## config.mk

```make
export PLATFORM = sky130hd
export DESIGN_NAME = soc_pmem_arbiter
export DESIGN_NICKNAME = d
export VERILOG_FILES = /design/src/rtl/soc_pmem_arbiter.sv
export SDC_FILE = /design/constraint.sdc
export NUM_CORES = 1
export LEC_CHECK = 0
export ABC_CLOCK_PERIOD_IN_PS = 5650
export CORE_AREA = 10 10 75 77
export DETAILED_ROUTE_END_ITERATION = 10
export DIE_AREA = 0 0 85 87
export PLACE_DENSITY = 0.82
export SYNTH_ARGS = -nofsm -noshare
export SYNTH_HDL_FRONTEND = slang
export SYNTH_SLANG_ARGS = --single-unit
```

## constraint.sdc

```tcl
create_clock -name mclk -period 5.65 [get_ports mclk]
set_input_delay 1.13 -clock mclk [delete_from_list [all_inputs] [get_ports mclk]]
set_output_delay 1.13 -clock mclk [all_outputs]
set_load 0.02 [all_outputs]
```

## src/rtl/soc_pmem_arbiter.sv

```systemverilog
// Two-master round-robin arbiter for program-memory RAM port B.
// Master 0 is debug and master 1 is DMA/loader. Bursts are bounded, and read data returns with a one-cycle valid pulse.
`ifndef PMEM_MSB
`define PMEM_MSB 11
`endif

module soc_pmem_arbiter #(
  parameter int ADDR_MSB  = `PMEM_MSB,
  parameter int BURST_MAX = 4
) (
  input  logic              mclk,
  input  logic              reset_n,
  input  logic              m0_req,
  input  logic [1:0]        m0_we,
  input  logic [ADDR_MSB:0] m0_addr,
  input  logic [15:0]       m0_din,
  output logic              m0_gnt,
  output logic [15:0]       m0_rdata,
  output logic              m0_rvalid,
  input  logic              m1_req,
  input  logic [1:0]        m1_we,
  input  logic [ADDR_MSB:0] m1_addr,
  input  logic [15:0]       m1_din,
  output logic              m1_gnt,
  output logic [15:0]       m1_rdata,
  output logic              m1_rvalid,
  output logic              ram_en,
  output logic [1:0]        ram_we,
  output logic [ADDR_MSB:0] ram_addr,
  output logic [15:0]       ram_din,
  input  logic [15:0]       ram_dout
);

  localparam int CNT_W = $clog2(BURST_MAX) + 1;
  localparam logic [CNT_W-1:0] CNT_LAST = CNT_W'(BURST_MAX - 1);

  typedef enum logic [1:0] {
    OWN_NONE = 2'b00,
    OWN_M0   = 2'b01,
    OWN_M1   = 2'b10
  } owner_e;

  owner_e             owner_r, owner_n_s, win_owner_s;
  logic               last_winner_r, last_winner_n_s;
  logic [CNT_W-1:0]   burst_cnt_r, burst_cnt_n_s;
  logic               rd_pend0_r, rd_pend1_r, rd_pend0_n_s, rd_pend1_n_s;
  logic               win_vld_s, win_sel_s;

  // Winner selection; reset gating keeps grants low while reset_n is asserted
  always_comb begin
    win_vld_s = 1'b0;
    win_sel_s = 1'b0;
    if (!reset_n) begin
      win_vld_s = 1'b0;
      win_sel_s = 1'b0;
    end else if (m0_req && m1_req) begin
      win_vld_s = 1'b1;
      case (owner_r)
        OWN_M0:  win_sel_s = (burst_cnt_r < CNT_LAST) ? 1'b0 : 1'b1;
        OWN_M1:  win_sel_s = (burst_cnt_r < CNT_LAST) ? 1'b1 : 1'b0;
        default: win_sel_s = ~last_winner_r;
      endcase
    end else if (m0_req) begin
      win_vld_s = 1'b1;
      win_sel_s = 1'b0;
    end else if (m1_req) begin
      win_vld_s = 1'b1;
      win_sel_s = 1'b1;
    end else begin
      win_vld_s = 1'b0;
      win_sel_s = 1'b0;
    end
  end

  // Next-state computation for ownership, burst length and pending reads
  always_comb begin
    win_owner_s     = OWN_NONE;
    owner_n_s       = OWN_NONE;
    last_winner_n_s = last_winner_r;
    burst_cnt_n_s   = {CNT_W{1'b0}};
    if (win_vld_s) begin
      win_owner_s     = win_sel_s ? OWN_M1 : OWN_M0;
      owner_n_s       = win_owner_s;
      last_winner_n_s = win_sel_s;
      if (win_owner_s == owner_r) begin
        burst_cnt_n_s = (burst_cnt_r == CNT_LAST) ? burst_cnt_r : burst_cnt_r + CNT_W'(1);
      end else begin
        burst_cnt_n_s = {CNT_W{1'b0}};
      end
    end else begin
      win_owner_s     = OWN_NONE;
      owner_n_s       = OWN_NONE;
      last_winner_n_s = last_winner_r;
      burst_cnt_n_s   = {CNT_W{1'b0}};
    end
    rd_pend0_n_s = win_vld_s && !win_sel_s && (m0_we == 2'b00);
    rd_pend1_n_s = win_vld_s &&  win_sel_s && (m1_we == 2'b00);
  end

  // Arbiter state registers
  always_ff @(posedge mclk or negedge reset_n) begin
    if (!reset_n) begin
      owner_r       <= OWN_NONE;
      last_winner_r <= 1'b1;
      burst_cnt_r   <= {CNT_W{1'b0}};
      rd_pend0_r    <= 1'b0;
      rd_pend1_r    <= 1'b0;
    end else begin
      owner_r       <= owner_n_s;
      last_winner_r <= last_winner_n_s;
      burst_cnt_r   <= burst_cnt_n_s;
      rd_pend0_r    <= rd_pend0_n_s;
      rd_pend1_r    <= rd_pend1_n_s;
    end
  end

  // Grant and RAM port B drive from the current winner
  always_comb begin
    m0_gnt   = win_vld_s & ~win_sel_s;
    m1_gnt   = win_vld_s &  win_sel_s;
    ram_en   = 1'b0;
    ram_we   = 2'b00;
    ram_addr = {(ADDR_MSB+1){1'b0}};
    ram_din  = 16'h0000;
    if (win_vld_s) begin
      ram_en   = 1'b1;
      ram_we   = win_sel_s ? m1_we   : m0_we;
      ram_addr = win_sel_s ? m1_addr : m0_addr;
      ram_din  = win_sel_s ? m1_din  : m0_din;
    end else begin
      ram_en   = 1'b0;
    end
  end

  // Read return; data is gated so idle masters see zero
  always_comb begin
    m0_rvalid = rd_pend0_r;
    m1_rvalid = rd_pend1_r;
    if (rd_pend0_r) m0_rdata = ram_dout;
    else            m0_rdata = 16'h0000;
    if (rd_pend1_r) m1_rdata = ram_dout;
    else            m1_rdata = 16'h0000;
  end

endmodule

```

# [After elaboration in Yosys (flattened, before gate mapping)]
# Index checks and enable logic that the tools add are counted.
[word_totals] ff_bits=8 input_bits=80 out_inout_bits=67 elab_cells=48
[classes] n_addsub=1 magnitude_cmp=1 n_eq_ne=5 n_mux=24 bitwise=4 reduce_logical=8
[op_table] cell="$mux 16" n=4
[op_table] cell="$mux 12" n=2
[op_table] cell="$mux 1" n=10
[op_table] cell="$mux 3" n=3
[op_table] cell="$mux 2" n=4
[op_table] cell="$logic_and 1x1->1" n=5
[op_table] cell="$logic_not 2->1" n=2
[op_table] cell="$add 3x1->3 const B" n=1
[op_table] cell="$eq 3x2->1 const B" n=1
[op_table] cell="$lt 3x2->1 const B" n=1
[op_table] cell="$ne 3x3->1 const B" n=1
[op_table] cell="$and 1x1->1" n=2
[op_table] cell="$eq 2x1->1 const B" n=1
[op_table] cell="$eq 2x2->1" n=1
[op_table] cell="$eq 2x2->1 const B" n=1
[op_table] cell="$not 1->1" n=2
[op_table] cell="$pmux 1 s2" n=1
[op_table] cell="$logic_not 1->1" n=1

# [Logic depth before layout (Yosys ltp)]
[logic_depth] depth_word=9 ltp_mapped=7 mapped_depth_nobuf=6

# [Least setup slack after synthesis]
# OpenSTA, ideal clock, no wires.
[synth_timing] kind="in2out" from="in m0_req" to="out ram_addr[10]" t_arrival_ns=2.313 t_required_ns=4.520 setup_slack_ns=2.207 stages=5 path_buffers=1 path_cell_list="nand3_1 nand3_1 nor2_1 clkbuf_1 a22o_1"
[synth_via] elab_chain_cells=5 elab_cells_between_ends=9 classes_between="mux: 8; reduce/logical: 1"
[synth_lines] item="start: declaration" line_no="13" text="input logic m0_req,"
[synth_lines] item="$mux 1 or $logic_and 1x1->1 (tied branches)" line_no="63, 56"
[synth_lines] item="$mux 1" line_no="56" text="end else if (m0_req && m1_req) begin"
[synth_lines] item="$mux 1" line_no="53" text="if (!reset_n) begin"
[synth_lines] item="$mux 12" line_no="128" text="ram_addr = win_sel_s ? m1_addr : m0_addr;"
[synth_lines] item="$mux 12 *" line_no="125" text="if (win_vld_s) begin"
[synth_lines] item="end: declaration" line_no="29" text="output logic [ADDR_MSB:0] ram_addr,"
# Every way passes the cells marked *; elsewhere a longest branch is shown, timed or not.

# [Worst setup path after layout]
[layout_timing] from="in reset_n" to="out ram_din[4]"
[layout_via] elab_chain_cells=3 elab_cells_between_ends=4 classes_between="mux: 4"
[layout_lines] item="start: declaration" line_no="12" text="input logic reset_n,"
[layout_lines] item="$mux 1" line_no="53"
[layout_lines] item="$mux 16" line_no="129" text="ram_din = win_sel_s ? m1_din : m0_din;"
[layout_lines] item="$mux 16 *" line_no="125"
[layout_lines] item="end: declaration" line_no="30" text="output logic [15:0] ram_din,"
# Marked as above.

==> metrics.txt <==
overall power=0.000332 W; Crit. End Element=output port; WL/cell=16.9 um; crit path cell chain=clkdlybuf4s50_1, nand2_1, a31oi_4, buf_4, a22o_1, clkdlybuf4s50_1; syn_nets=200; initial antenna violation count=0; TritonCTS clock tree=built; RePlAce Congestion=0.770; postcts setup bufs=0; via count=1,485; Critical Path Most Common Cell=clkdlybuf4s50_1; worst endpoint required time=4.52 ns; Die Wd=85 um; later-pin clock latency in the skew report=0.23 ns; final hold violation count=0; first-pass GRT wire length=7.98 mm; Core Area=4230 um2; DR iter-0 viols=53; kind of critical path=primary input to output port; non-filler cells in the finished layout=312; hold buffers post-CTS=0; # fillers=392; max incr delay on CP=0.75 ns; DIE HEIGHT=87 um; Num CTS Buffers=3; worst r2r src=owner_r[0]; GRT Overall Usage=13.0%; Mapped Cells=116; fraction of registers with async set/reset=100%; drt first pass iters=4; vias in the first global route=1,540; most common cell after layout, fill and taps aside=clkdlybuf4s50_1; Hold Path Sink=last_winner_r; sequential fraction of the synthesis area=20.2%; layout cells sized above 1=4.23%; total gr overflow=0; largest net degree at the start of global routing=37; Max VDD drop=0.0830 mV; CP max-delay cell=clkdlybuf4s50_1; initial core utilization=23.5%; Fin Setup TNS=0 ns; Period minus WS final=4.58 ns; status=complete, no violations; synthesized area=996 um2; Reg clk slew, reported paths=0.04 ns; Worst Hold Slack=0.522 ns; RSZ-0062 raised after global routing=false; CTS root buf=clkbuf_8; commonest non-fill, non-tap cells in the layout=clkdlybuf4s50_1, and2_1, a22o_1; IO Count=147; DP Wirelength=4.54 mm; Routed Antenna Nets=0; Max Slew Vio Count=0; ant diodes=0; CP max FO=36; row cnt=24; Max-Cap Viols=0; number of clock sinks=8; final setup fails=0; syn_area_per_cell=8.59 um2; hold path depth=2; CP arrival=3.45 ns; deepest clock path buffer count=2; R2R cell count=7; Routed WL=5.27 mm; setup slack on the worst flop-to-flop path=3.66 ns; H-tree depth=1; Slew @ Worst Pin=0.457 ns; DRC violation count after routing=0; synth unique cells=27; relative slew slack=69.4%; Cell Pwr Density=131 nW/um2; Post-synth EDFFs=0; post_cts resized=0; Worst Hold Class=flip-flop to flip-flop; IO Port Bufs=146; yosys warns=0; Clock Skews=0.00401 ns; DP Cell Count=308; count of state elements after synthesis=8; Final period util=81.1%; Net count, final=345; Post-synth top flop=dfrtp_1; Synth-to-Final Area Change=154%; CP startpoint kind=primary input; fmax=218 MHz; Leak=1.01 nW; reg2reg end=m0_rvalid; die area=7400 um2; vias per inst=4.76; Worst Min Path Start=last_winner_r
==> metrics by stage <==
step / worst slack, ns / util [%] / area, um2
6_report: 1.07 / 59.8 / 2530
5_1_grt: 0.871 / 59.8 / 2530
2_1_floorplan: 2.21 / - / 996
3_5_place_dp: 1.04 / 58.7 / 2490
4_1_cts: 1.03 / 59.8 / 2530
3_3_place_gp: 1.06 / 58.7 / 2490
==> worst max-delay path by stage <==
stage / slack [ns] / endpoint / cells after the start / start
after floorplan: 2.21 / ram_addr[10] / 5 / m0_req
after global placement: 1.06 / ram_addr[5] / 6 / reset_n
after detailed placement: 1.04 / ram_din[4] / 6 / reset_n
after CTS: 1.03 / ram_addr[5] / 6 / reset_n
after global routing: 0.87 / ram_addr[5] / 6 / reset_n
final: 1.07 / ram_din[4] / 6 / reset_n
==> sequential cells by signal (all words and copies together), names as in the netlist <==
name,cells
owner_r,2
burst_cnt_r,3
last_winner_r,1
m0_rvalid,1
m1_rvalid,1
==> logic make-up after synthesis <==
group | after synthesis | share of synthesized area (%)
simple gates | 50 | 29.1
fa+ha+maj | 4 | 5.03
mux | 1 | 1.13
compound gates | 41 | 37.2
flops | 8 | 20.2
xor+xnor | 1 | 0.880
buf+inv | 11 | 6.41
==> synth_stat cells (all sizes together), types with 2 or more instances <==
cell,instances,area [um2]
and3,2,12.5
and2,33,206
dfrtp,7,175
nor2,4,15.0
a32o,3,30.0
nand2,4,15.0
inv,3,11.3
ha,4,50.1
clkbuf,5,18.8
a22o,30,263
buf,3,33.8
a21oi,2,10.0
nand3,2,10.0
==> cell type report <==
class	instances	area [um2]	area share (%)
clock buffer	4	45.0	1.78
tap	52	65.1	2.57
multi-input combinational	97	733	29.0
inverter	3	11.3	0.445
sequential	8	201	7.95
timing repair buffer	148	1480	58.3
==> worst max-delay path, delay by kind of cell <==
| kind | cells | cell delay (ns) |
|---|---|---|
| buffers and inverters | 3 | 1.74 |
| AO/OA/AOI/OAI | 2 | 0.36 |
| AND/OR/NAND/NOR | 1 | 0.21 |
==> power by group <==
| group | leakage (nW) | internal [W] | switching [W] |
|---|---|---|---|
| Sequential | 0.106 | 0.0000617 | 0.00000438 |
| Combinational | 0.878 | 0.000113 | 0.0000810 |
| Clock | 0.0228 | 0.0000489 | 0.0000229 |
| Total | 1.01 | 0.000224 | 0.000108 |
==> per-layer routing <==
layer	track usage, %	vias up	part of all wire (%)
li1	-	724	-
met1	14.0	652	39
met2	21.7	105	46
met3	7.12	4	14
met4	3.14	0	0.68
met5	0	-	0
Power figures use the tool's default switching activity.
